`src/rtl/hazard_scoreboard.sv`:
```
// Hazard scoreboard: in-flight producer shift register with per-slot Tnew countdown,
// youngest-match forwarding, HI/LO busy tracking and an EPC-write to eret interlock.
module hazard_scoreboard #(
    parameter int DEPTH       = 3,
    parameter int AW          = 5,
    parameter int TW          = 3,
    parameter int MULT_CYCLES = 5,
    parameter int DIV_CYCLES  = 10,
    parameter int EPC_SLOT    = 2
) (
    input  logic          clk,
    input  logic          reset,
    input  logic          d_valid,
    input  logic [AW-1:0] d_rs,
    input  logic [AW-1:0] d_rt,
    input  logic [TW-1:0] d_tuse_rs,
    input  logic [TW-1:0] d_tuse_rt,
    input  logic          d_we,
    input  logic [AW-1:0] d_waddr,
    input  logic [TW-1:0] d_tnew,
    input  logic [1:0]    d_md_op,
    input  logic          d_wr_epc,
    input  logic          d_is_eret,
    input  logic          flush_all,
    output logic          stall_F,
    output logic          stall_D,
    output logic          flush_E,
    output logic [2:0]    fwd_rs_D,
    output logic [2:0]    fwd_rt_D,
    output logic [2:0]    fwd_rs_E,
    output logic [2:0]    fwd_rt_E,
    output logic          md_busy
);
    localparam int MD_MAX = (DIV_CYCLES > MULT_CYCLES) ? DIV_CYCLES : MULT_CYCLES;
    localparam int CW     = $clog2(MD_MAX + 1);

    logic [DEPTH:1]         vld_q, vld_d;
    logic [DEPTH:1]         epc_q, epc_d;
    logic [DEPTH:1][AW-1:0] waddr_q, waddr_d;
    logic [DEPTH:1][TW-1:0] tnew_q, tnew_d;
    logic [AW-1:0]          rs_e_q, rs_e_d, rt_e_q, rt_e_d;
    logic [CW-1:0]          md_cnt_q, md_cnt_d;

    logic          hit_rs_d, hit_rt_d, hit_rs_e, hit_rt_e;
    logic [2:0]    idx_rs_d, idx_rt_d, idx_rs_e, idx_rt_e;
    logic [TW-1:0] tn_rs_d, tn_rt_d, tn_rs_e, tn_rt_e;
    logic          epc_hit, stall, issue;

    function automatic logic [TW-1:0] sat_dec(input logic [TW-1:0] t);
        return (t == '0) ? t : t - TW'(1);
    endfunction

    // Scans oldest to youngest so the youngest matching slot overwrites earlier hits.
    function automatic void lookup(
        input  logic [AW-1:0]          addr,
        input  int                     lo,
        input  logic [DEPTH:1]         vld,
        input  logic [DEPTH:1][AW-1:0] wa,
        input  logic [DEPTH:1][TW-1:0] tn,
        output logic                   hit,
        output logic [2:0]             idx,
        output logic [TW-1:0]          tnew
    );
        hit  = 1'b0;
        idx  = '0;
        tnew = '0;
        for (int k = DEPTH; k >= lo; k--) begin
            if (vld[k] && wa[k] == addr && addr != '0) begin
                hit  = 1'b1;
                idx  = 3'(k);
                tnew = tn[k];
            end
        end
    endfunction

    always_comb begin
        lookup(d_rs,   1, vld_q, waddr_q, tnew_q, hit_rs_d, idx_rs_d, tn_rs_d);
        lookup(d_rt,   1, vld_q, waddr_q, tnew_q, hit_rt_d, idx_rt_d, tn_rt_d);
        lookup(rs_e_q, 2, vld_q, waddr_q, tnew_q, hit_rs_e, idx_rs_e, tn_rs_e);
        lookup(rt_e_q, 2, vld_q, waddr_q, tnew_q, hit_rt_e, idx_rt_e, tn_rt_e);

        epc_hit = 1'b0;
        for (int k = 1; k < EPC_SLOT; k++) begin
            if (k <= DEPTH) epc_hit = epc_hit | epc_q[k];
        end

        stall = d_valid & ((hit_rs_d && tn_rs_d > d_tuse_rs) ||
                           (hit_rt_d && tn_rt_d > d_tuse_rt) ||
                           (d_md_op != 2'd0 && md_busy) ||
                           (d_is_eret && epc_hit));
        issue = d_valid & ~stall;
    end

    assign stall_F  = stall;
    assign stall_D  = stall;
    assign flush_E  = stall;
    assign md_busy  = (md_cnt_q != '0);
    assign fwd_rs_D = (hit_rs_d && tn_rs_d == '0) ? idx_rs_d : 3'd0;
    assign fwd_rt_D = (hit_rt_d && tn_rt_d == '0) ? idx_rt_d : 3'd0;
    assign fwd_rs_E = (hit_rs_e && tn_rs_e == '0) ? idx_rs_e : 3'd0;
    assign fwd_rt_E = (hit_rt_e && tn_rt_e == '0) ? idx_rt_e : 3'd0;

    always_comb begin
        vld_d   = '0;
        epc_d   = '0;
        waddr_d = '0;
        tnew_d  = '0;
        for (int k = 2; k <= DEPTH; k++) begin
            vld_d[k]   = vld_q[k-1];
            epc_d[k]   = epc_q[k-1];
            waddr_d[k] = waddr_q[k-1];
            tnew_d[k]  = sat_dec(tnew_q[k-1]);
        end
        if (issue) begin
            vld_d[1]   = d_we & (d_waddr != '0);
            epc_d[1]   = d_wr_epc;
            waddr_d[1] = d_waddr;
            tnew_d[1]  = d_tnew;
        end
        if (flush_all) begin
            vld_d = '0;
            epc_d = '0;
        end

        rs_e_d = (issue && !flush_all) ? d_rs : '0;
        rt_e_d = (issue && !flush_all) ? d_rt : '0;

        // An issued MD op always runs to completion, so flush_all does not touch the counter.
        md_cnt_d = (md_cnt_q != '0) ? md_cnt_q - CW'(1) : md_cnt_q;
        if (issue && d_md_op == 2'd1) md_cnt_d = CW'(MULT_CYCLES);
        if (issue && d_md_op == 2'd2) md_cnt_d = CW'(DIV_CYCLES);
    end

    always_ff @(posedge clk) begin
        if (reset) begin
            vld_q    <= '0;
            epc_q    <= '0;
            rs_e_q   <= '0;
            rt_e_q   <= '0;
            md_cnt_q <= '0;
        end else begin
            vld_q    <= vld_d;
            epc_q    <= epc_d;
            rs_e_q   <= rs_e_d;
            rt_e_q   <= rt_e_d;
            md_cnt_q <= md_cnt_d;
        end
    end

    always_ff @(posedge clk) begin
        waddr_q <= waddr_d;
        tnew_q  <= tnew_d;
    end
endmodule

```
`config.mk`:
```
export PLATFORM = sky130hd
export DESIGN_NAME = hazard_scoreboard
export DESIGN_NICKNAME = d
export VERILOG_FILES = /design/src/rtl/hazard_scoreboard.sv
export SDC_FILE = /design/constraint.sdc
export NUM_CORES = 1
export LEC_CHECK = 0
export CORE_ASPECT_RATIO = 0.7
export CORE_UTILIZATION = 44
export DETAILED_ROUTE_END_ITERATION = 6
export PLACE_DENSITY = 0.72
export SYNTH_ARGS = -nofsm -noshare
export SYNTH_HDL_FRONTEND = slang
export SYNTH_SLANG_ARGS = --single-unit
```
`constraint.sdc`:
```
create_clock -name clk -period 4.13 [get_ports clk]
set_input_delay 0.826 -clock clk [delete_from_list [all_inputs] [get_ports clk]]
set_output_delay 0.826 -clock clk [all_outputs]
set_load 0.03 [all_outputs]
```
==> results.py, run 1 <==
metrics = {
    "power": {
        "p_clk_share_pct": 22.0,
        "p_seq_share_pct": 40.0,
        "intPower_mw": 0.944,
        "p_comb_share_pct": 37.9,
        "switchingPower_mw": 0.503,
        "p_sw_share_pct": 34.8,
        "total_leakage_power_nw": 1.57,
        "p_per_area_nw_per_um2": 380,
        "power_mw": 1.45,
        "vdd_drop_max_uv": 277,
    },
    "logic_synthesis": {
        "ys_async_sr_fraction_pct": 0,
        "postSynthCellCount": 292,
        "yosys_register_bits": 42,
        "synth_cell_types": 49,
        "yosys-top-cells-area": "dfxtp_1 (32%), xnor2_1 (15%), ha_1 (5.7%)",
        "synth_flop_cell": "dfxtp_1",
        "synth_area_um2": 2620,
        "yosysTopAreaCellShare_pct": 32.1,
        "yosys.area.top_type": "dfxtp_1",
        "avgSynthCellArea_um2": 8.96,
        "yosys_warnings": 0,
        "yosysSeqAreaShare_pct": 32.1,
        "synth-edff-count": 0,
    },
    "clocking": {
        "cts_tree": "built",
        "postCtsHoldBufs": 0,
        "worstSkewPairLatency_ps": 290,
        "cts_max_level": 2,
        "cts.sink_count": 42,
        "clk_path_buf_depth": 2,
        "cts_buffers": 5,
        "clk_pin_slew_ps": 80,
        "clockRootBuffer": "clkbuf_8",
    },
    "floorplanning": {
        "core_um2": 5730,
        "fp.dieW_um": 94.2,
        "io_pins": 49,
        "dieHeight_um": 66.5,
        "die_area_um2": 6270,
        "rows": 23,
        "initial_core_util_pct": 45.7,
    },
    "route": {
        "wl_per_cell_um": 16.4,
        "post-route-drc-count": 0,
        "dr.pass1.iters": 4,
        "vias": 2493,
        "via_per_inst": 5.29,
        "ant_nets": 0,
        "wl_mm": 7.71,
        "drt_iter0_markers": 252,
    },
    "cells_and_area": {
        "finalNonFillerCells": 471,
        "diodes": 0,
        "drive_gt1_share_pct": 35.1,
        "fin_util_pct": 66.5,
        "nets": 440,
        "final_area_um2": 3810,
        "syn_to_final_growth_pct": 45.6,
    },
    "setup_path": {
        "crit_path_start": "d_rs[1]",
        "max_stage_delay_ps": 540,
        "crit_family": "simple AND/OR/NAND/NOR gates",
        "r2r_start": "waddr_d[12]",
        "critPathCaptureType": "primary output",
        "worstPathRequired_ps": 3300,
        "slowest_stage": "or4_4",
        "crit_type": "in2out",
        "ff2ff_setup_slack_ps": 610,
        "path_max_fanout": 5,
        "start_kind": "primary input",
        "crit_buf_inv": 2,
        "crit_chain": "buf_8 -> or4_4 -> nor2_4 -> or3_4 -> nor2_2 -> o31a_1 -> ha_1 -> nor2b_1 -> o21ai_1 -> a32oi_2 -> o31ai_4 -> a31oi_4 -> buf_6",
        "crit_arrival_ps": 3500,
    },
    "global_routing": {
        "grt_pass1_vias": 2281,
        "grt_start_max_net_pins": 13,
        "grt_overflow_total": 0,
        "grt_pass1_wl_mm": 11.3,
        "grt_antenna_before_repair": 0,
        "grt_usage_pct": 24.1,
    },
    "sta": {
        "slew_headroom_pct": 57.2,
        "rsz0062_at_grt": "yes",
        "drv_slew": 0,
        "post-route-period-util_pct": 105,
        "setup_slack_ps": -192,
        "worstMarginPinSlew_ps": 637,
        "hold_viol": 0,
        "setup_viol": 3,
        "finalWorstPathRequiredPeriod_ps": 4320,
        "skew_ps": 4.62,
        "fmax_ghz": 0.231,
        "final.setup.tns_ps": -574,
    },
    "place": {
        "gp_congestion": 0.898,
        "io_buffers": 44,
        "placed_cells_incl_taps": 436,
        "placed_cell_area_um2": 3350,
        "dp_hpwl_mm": 5.32,
    },
    "flow_run": {
        "cap_violations": 0,
    },
    "worst_hold_path": {
        "hold_start": "waddr_d[9]",
        "hold_path.class": "reg2reg",
    },
    "run_status": {
        "violations": "negative setup slack",
        "status": "complete, but fails checks",
    },
}
area by class of cell:
cell class	instances	area, µm²
multi-input cells	219	1780
inverters	18	67.6
well taps	75	93.8
fillers	450	1920
clock buffers	7	76.3
flip-flops and latches	42	841
clock inverters	1	30.0
repair buffers	109	918
flip-flops by register name (all words and copies together), names as in the netlist:
signal,count
waddr_q,5
vld_q,3
tnew_q,9
epc_q,1
rt_e_q,5
waddr_d,10
rs_e_q,5
md_cnt_q,4
cell usage in the layout (no fill, tap or decap), types with 13 or more instances in the layout:
cell type	count
buf_4	66
dfxtp_1	42
inv_1	17
xnor2_1	41
clkdlybuf4s50_1	27
nand4_1	13
nand2_1	13
nor2_1	19
cells in the mapped netlist, drive strengths merged (2+ instances only):
cell and instances:
or4 3, nand4 13, nor2b 3, xor2 8, o21ai 8, clkbuf 7
nand2 13, and3 5, and2 22, dfxtp 42, nand2b 3, nor4b 3
o31a 4, o31ai 2, nor3 10, or3 5, mux2i 2, a32oi 2
inv 18, buf 9, nor4 6, o311ai 2, xnor2 46, ha 12
a21o 2, nor3b 3, nor2 22, a21oi 7, mux2 2
layer usage:
metal	share of wire, %	vias up	track usage [%]
met3	7.2	16	4.11
met4	2.1	0	6.92
met1	42	1183	31.9
li1	-	1195	-
met2	48	99	40.1
met5	0	-	0
kinds of logic (layout without fill, tap and decap cells):
| group | count (synthesis) | count (layout) | synth area share, % |
|---|---|---|---|
| fa+ha+maj | 12 | 12 | 5.74 |
| buf+inv | 34 | 135 | 6.26 |
| flops | 42 | 42 | 32.1 |
| simple gates | 114 | 114 | 27.0 |
| xor+xnor | 54 | 54 | 18.1 |
| mux | 4 | 4 | 1.63 |
| compound gates | 31 | 31 | 9.08 |
| other cells | 1 | 4 | 0.143 |
what timing repair did:
item	in CTS	in global routing
pin swaps	24	23
gates resized for setup	63	21
endpoints found under the setup margin	5	4
setup buffers	18	9
power by group through the flow:
| stage | Clock, mW | Combinational [mW] | Sequential [mW] |
|---|---|---|---|
| 2_1_floorplan | 0 | 0.389 | 0.542 |
| 5_1_grt | 0.343 | 0.611 | 0.587 |
| 4_1_cts | 0.325 | 0.531 | 0.573 |
| 6_report | 0.319 | 0.549 | 0.579 |
| 3_3_place_gp | 0 | 0.489 | 0.581 |
| 3_5_place_dp | 0 | 0.504 | 0.581 |
path summary, 6_finish.rpt:
| path | depth (start not counted) | endpoint |
|---|---|---|
| worst max-delay path | 13 | flush_E |
| worst min-delay path | 0 | waddr_d[14] |
| worst max register to register | 14 | md_cnt_q[1] |
| worst min register to register | 0 | waddr_d[14] |
metrics by stage:
stage | hold WS (ps) | worst slack [ps]
2_1_floorplan | 329 | -196
3_3_place_gp | 393 | -461
3_5_place_dp | 392 | -505
4_1_cts | 411 | -125
5_1_grt | 415 | -310
6_report | 414 | -192
Power figures use the tool's default switching activity.
==> run 2: changes to the inputs <==
- PLACE_DENSITY: 0.72 -> 0.69
- clock period: 4.13 -> 4.3 ns (I/O delays scaled with it)
==> results.py, run 2 (synthesized netlist as in run 1, its figures left out) <==
metrics = {
    "route": {
        "wl_mm": 6.84,
        "ant_nets": 0,
        "post-route-drc-count": 0,
        "dr.pass1.iters": 4,
        "vias": 2303,
        "wl_per_cell_um": 15.0,
        "via_per_inst": 5.05,
        "drt_iter0_markers": 94,
    },
    "run_status": {
        "status": "complete, but fails checks",
        "violations": "negative setup slack",
    },
    "setup_path": {
        "max_stage_delay_ps": 540,
        "slowest_stage": "or4_4",
        "r2r_start": "waddr_d[10]",
        "start_kind": "primary input",
        "crit_type": "in2out",
        "worstPathRequired_ps": 3440,
        "crit_buf_inv": 3,
        "crit_path_start": "d_rt[2]",
        "critPathCaptureType": "primary output",
        "crit_chain": "buf_8 -> or4_4 -> nor2_4 -> or3_4 -> buf_6 -> nor2_2 -> o31a_1 -> ha_4 -> nor2b_4 -> o21ai_2 -> a32oi_2 -> o31ai_4 -> a31oi_4 -> buf_6",
        "path_max_fanout": 4,
        "cp_common_cell": "buf_6",
        "crit_family": "simple AND/OR/NAND/NOR gates",
        "crit_arrival_ps": 3510,
    },
    "floorplanning": {
        "core_um2": 5730,
        "die_area_um2": 6270,
        "dieHeight_um": 66.5,
        "io_pins": 49,
        "initial_core_util_pct": 45.7,
        "rows": 23,
        "fp.dieW_um": 94.2,
    },
    "sta": {
        "post-route-period-util_pct": 102,
        "skew_ps": 7.09,
        "slew_headroom_pct": 59.4,
        "setup_viol": 3,
        "hold_viol": 0,
        "worstMarginPinSlew_ps": 604,
        "finalWorstPathRequiredPeriod_ps": 4370,
        "setup_slack_ps": -66.4,
        "fmax_ghz": 0.229,
        "rsz0062_at_grt": "yes",
        "drv_slew": 0,
    },
    "place": {
        "io_buffers": 44,
        "dp_hpwl_mm": 5.08,
        "placed_cells_incl_taps": 430,
        "place_ws_ps": -461,
        "gp_congestion": 0.914,
        "placed_cell_area_um2": 3300,
    },
    "clocking": {
        "cts.sink_count": 42,
        "cts_tree": "built",
        "worstSkewPairLatency_ps": 300,
        "clockRootBuffer": "clkbuf_8",
        "cts_buffers": 5,
        "clk_pin_slew_ps": 80,
        "clk_path_buf_depth": 2,
        "postCtsHoldBufs": 0,
        "cts_max_level": 2,
    },
    "global_routing": {
        "grt_pass1_wl_mm": 11.0,
        "grt_overflow_total": 0,
        "grt_start_max_net_pins": 14,
        "grt_antenna_before_repair": 0,
        "grt_pass1_vias": 2206,
        "grt_usage_pct": 23.7,
    },
    "cells_and_area": {
        "finalNonFillerCells": 456,
        "drive_gt1_share_pct": 31.8,
        "largest_reg_flops": 10,
        "final_area_um2": 3700,
        "final_cell_mix": "buf_4 (52), xnor2_1 (44), dfxtp_1 (42)",
        "syn_to_final_growth_pct": 41.3,
        "multi_input_area_um2": 1760,
        "nets": 425,
        "seq_area_um2": 841,
        "final_common_cell": "buf_4",
        "diodes": 0,
        "n_fill_cell": 460,
    },
    "worst_hold_path": {
        "hold_start": "waddr_d[8]",
        "hold_path.class": "reg2reg",
    },
    "power": {
        "p_per_area_nw_per_um2": 392,
        "vdd_drop_max_uv": 267,
        "power_mw": 1.45,
        "total_leakage_power_nw": 1.50,
    },
    "flow_run": {
        "cap_violations": 0,
    },
}
run 2: changes by cell type in the layout (fill, tap and decap cells not counted), moves of 2 or more:
cell      change
buf_4        -14
xnor2_1       +3
xnor2_2       -3
buf_6         -2
clkbuf_1      -2
nor4b_1       +2
nor4b_2       -2
run 2: per-layer routing:
metal	global-route usage (%)	vias up	wire [µm]
li1	-	1160	-
met1	31.7	1068	3260
met2	36.7	62	3100
met3	4.91	13	355
met4	10.4	0	124
met5	0	-	0
run 2: report_power, final:
part	total [mW]	leakage (nW)	switching (mW)	internal, mW
clock	0.389	0.0714	0.141	0.248
sequential	0.557	0.344	0.0899	0.467
combinational	0.505	1.08	0.252	0.253
total	1.45	1.50	0.483	0.967
run 2: path summary, 6_finish.rpt:
kind	to	slack, ps	depth (start not counted)
setup / recovery	stall_F	-70	14
hold reg to reg	waddr_d[13]	430	0
setup reg to reg	md_cnt_q[1]	670	15
hold / removal	waddr_d[13]	430	0
run 2: cell type report:
| type | count | area share [%] |
|---|---|---|
| clock buffers | 6 | 2.23 |
| clock inverters | 2 | 1.62 |
| inverters | 18 | 1.83 |
| multi-input cells | 219 | 47.5 |
| flip-flops and latches | 42 | 22.7 |
| well taps | 75 | 2.54 |
| repair buffers | 94 | 21.5 |
run 2: through the flow:
stage / setup TNS [ps] / utilization (%) / hold slack, ps
after floorplan: -188 / - / 329
after global placement: -1270 / 57.7 / 410
after detailed placement: -1430 / 57.7 / 416
after CTS: -242 / 62.7 / 427
after global routing: -501 / 64.6 / 443
final: -198 / 64.6 / 428
run 2: timing repair:
action                                  in CTS  in global routing
pin swaps                                   23                 14
resized for setup                           60                 14
buffers inserted                            15                  3
endpoints found under the setup margin       4                  4
==> run 3: changes to the inputs <==
- CELL_PAD_IN_SITES_DETAIL_PLACEMENT: not set -> 1
- CELL_PAD_IN_SITES_GLOBAL_PLACEMENT: not set -> 1
- CORE_UTILIZATION: 44 -> 39
- GPL_TIMING_DRIVEN: not set -> 1
- PLACE_DENSITY: 0.69 -> 0.79
==> results.py, run 3 (synthesized netlist as in run 1, its figures left out) <==
metrics = {
    "clocking": {
        "cts_tree": "built",
        "clk_path_buf_depth": 2,
        "worstSkewPairLatency_ps": 300,
        "clockRootBuffer": "clkbuf_8",
        "postCtsHoldBufs": 0,
        "cts_max_level": 2,
        "clk_pin_slew_ps": 80,
        "cts_buffers": 5,
        "cts.sink_count": 42,
    },
    "run_status": {
        "status": "complete, but fails checks",
        "violations": "negative setup slack",
    },
    "cells_and_area": {
        "multi_input_area_um2": 1780,
        "n_fill_cell": 753,
        "drive_gt1_share_pct": 32.2,
        "syn_to_final_growth_pct": 40.2,
        "largest_reg_flops": 10,
        "nets": 423,
        "diodes": 0,
        "fin_util_pct": 57.6,
        "finalNonFillerCells": 470,
        "final_area_um2": 3670,
        "seq_area_um2": 841,
        "final_common_cell": "buf_4",
        "final_cell_mix": "buf_4 (50), dfxtp_1 (42), xnor2_1 (41)",
    },
    "route": {
        "drt_iter0_markers": 117,
        "via_per_inst": 5.05,
        "wl_per_cell_um": 18.2,
        "vias": 2374,
        "ant_nets": 0,
        "dr.pass1.iters": 4,
        "wl_mm": 8.54,
        "post-route-drc-count": 0,
    },
    "setup_path": {
        "path_max_fanout": 4,
        "worstPathRequired_ps": 3440,
        "r2r.worst_path.cells": 14,
        "crit_type": "in2out",
        "critPathCaptureType": "primary output",
        "crit_arrival_ps": 3590,
        "start_kind": "primary input",
    },
    "floorplanning": {
        "dieHeight_um": 70.5,
        "io_pins": 49,
        "initial_core_util_pct": 41.1,
        "core_um2": 6370,
        "fp.dieW_um": 99.9,
        "rows": 24,
        "die_area_um2": 7050,
    },
    "place": {
        "io_buffers": 44,
        "place_ws_ps": -571,
        "dp_hpwl_mm": 5.99,
        "gp_congestion": 0.843,
        "placed_cell_area_um2": 3340,
        "placed_cells_incl_taps": 448,
    },
    "sta": {
        "skew_ps": 4.30,
        "setup_viol": 3,
        "fmax_ghz": 0.225,
        "post-route-period-util_pct": 103,
        "finalWorstPathRequiredPeriod_ps": 4450,
        "hold-worst-slack_ps": 409,
        "final.setup.tns_ps": -438,
        "worstMarginPinSlew_ps": 601,
        "hold_viol": 0,
        "drv_slew": 0,
        "rsz0062_at_grt": "yes",
        "setup_slack_ps": -146,
        "slew_headroom_pct": 59.6,
    },
    "worst_hold_path": {
        "hold_depth": 0,
        "hold_path.class": "reg2reg",
    },
    "power": {
        "power_mw": 1.35,
        "vdd_drop_max_uv": 280,
        "total_leakage_power_nw": 1.48,
        "p_per_area_nw_per_um2": 369,
    },
    "global_routing": {
        "grt_overflow_total": 0,
        "grt_start_max_net_pins": 13,
        "grt_usage_pct": 23.5,
        "grt_pass1_vias": 2426,
        "grt_pass1_wl_mm": 12.5,
        "grt_antenna_before_repair": 0,
    },
    "flow_run": {
        "cap_violations": 0,
    },
}
-- run 3: changes by cell type in the layout (fill, tap and decap cells not counted), moves of 2 or more --
cell,change
xnor2_1,-3
nor4b_1,-2
bufinv_16,-2
buf_4,-2
nor4b_2,+2
xnor2_2,+3
-- run 3: final timing paths --
| kind | endpoint | from | slack, ps |
|---|---|---|---|
| min | waddr_d[12] | waddr_d[7] | 410 |
| max | flush_E | d_rt[2] | -150 |
| max reg2reg | md_cnt_q[1] | waddr_d[13] | 710 |
| min reg2reg | waddr_d[12] | waddr_d[7] | 410 |
-- run 3: timing repair --
action                     4_1_cts  5_1_grt
pin swaps                       20       20
setup endpoints to repair        3        3
buffers inserted                 8        6
resized for setup               55       23
-- run 3: critical path, stage by stage --
cell and delay [ps]:
buf_8 110, or4_4 540, nor2_4 160, or3_4 180, buf_6 110, nor2_2 30
o31a_1 320, ha_4 280, nor2b_4 140, o21ai_2 80, a32oi_2 220, o31ai_4 130
a31oi_4 250, buf_6 160
-- run 3: power by group --
part	total (mW)	internal, mW	switching, mW
clock	0.273	0.130	0.143
combinational	0.522	0.251	0.271
sequential	0.558	0.467	0.0911
-- run 3: routing by layer --
| metal | track usage, % | up-vias | routed length (µm) |
|---|---|---|---|
| li1 | - | 1160 | - |
| met1 | 30.7 | 1144 | 3880 |
| met2 | 40.4 | 58 | 4110 |
| met3 | 4.45 | 12 | 389 |
| met4 | 5.39 | 0 | 163 |
| met5 | 0 | - | 0 |
-- run 3: layout make-up --
| cell class | instances | area share (%) |
|---|---|---|
| Clock inverter | 1 | 0.136 |
| Clock buffer | 7 | 2.35 |
| Multi-Input combinational cell | 219 | 48.5 |
| Sequential cell | 42 | 22.9 |
| Timing Repair Buffer | 92 | 21.1 |
| Inverter | 18 | 1.84 |
| Tap cell | 91 | 3.10 |
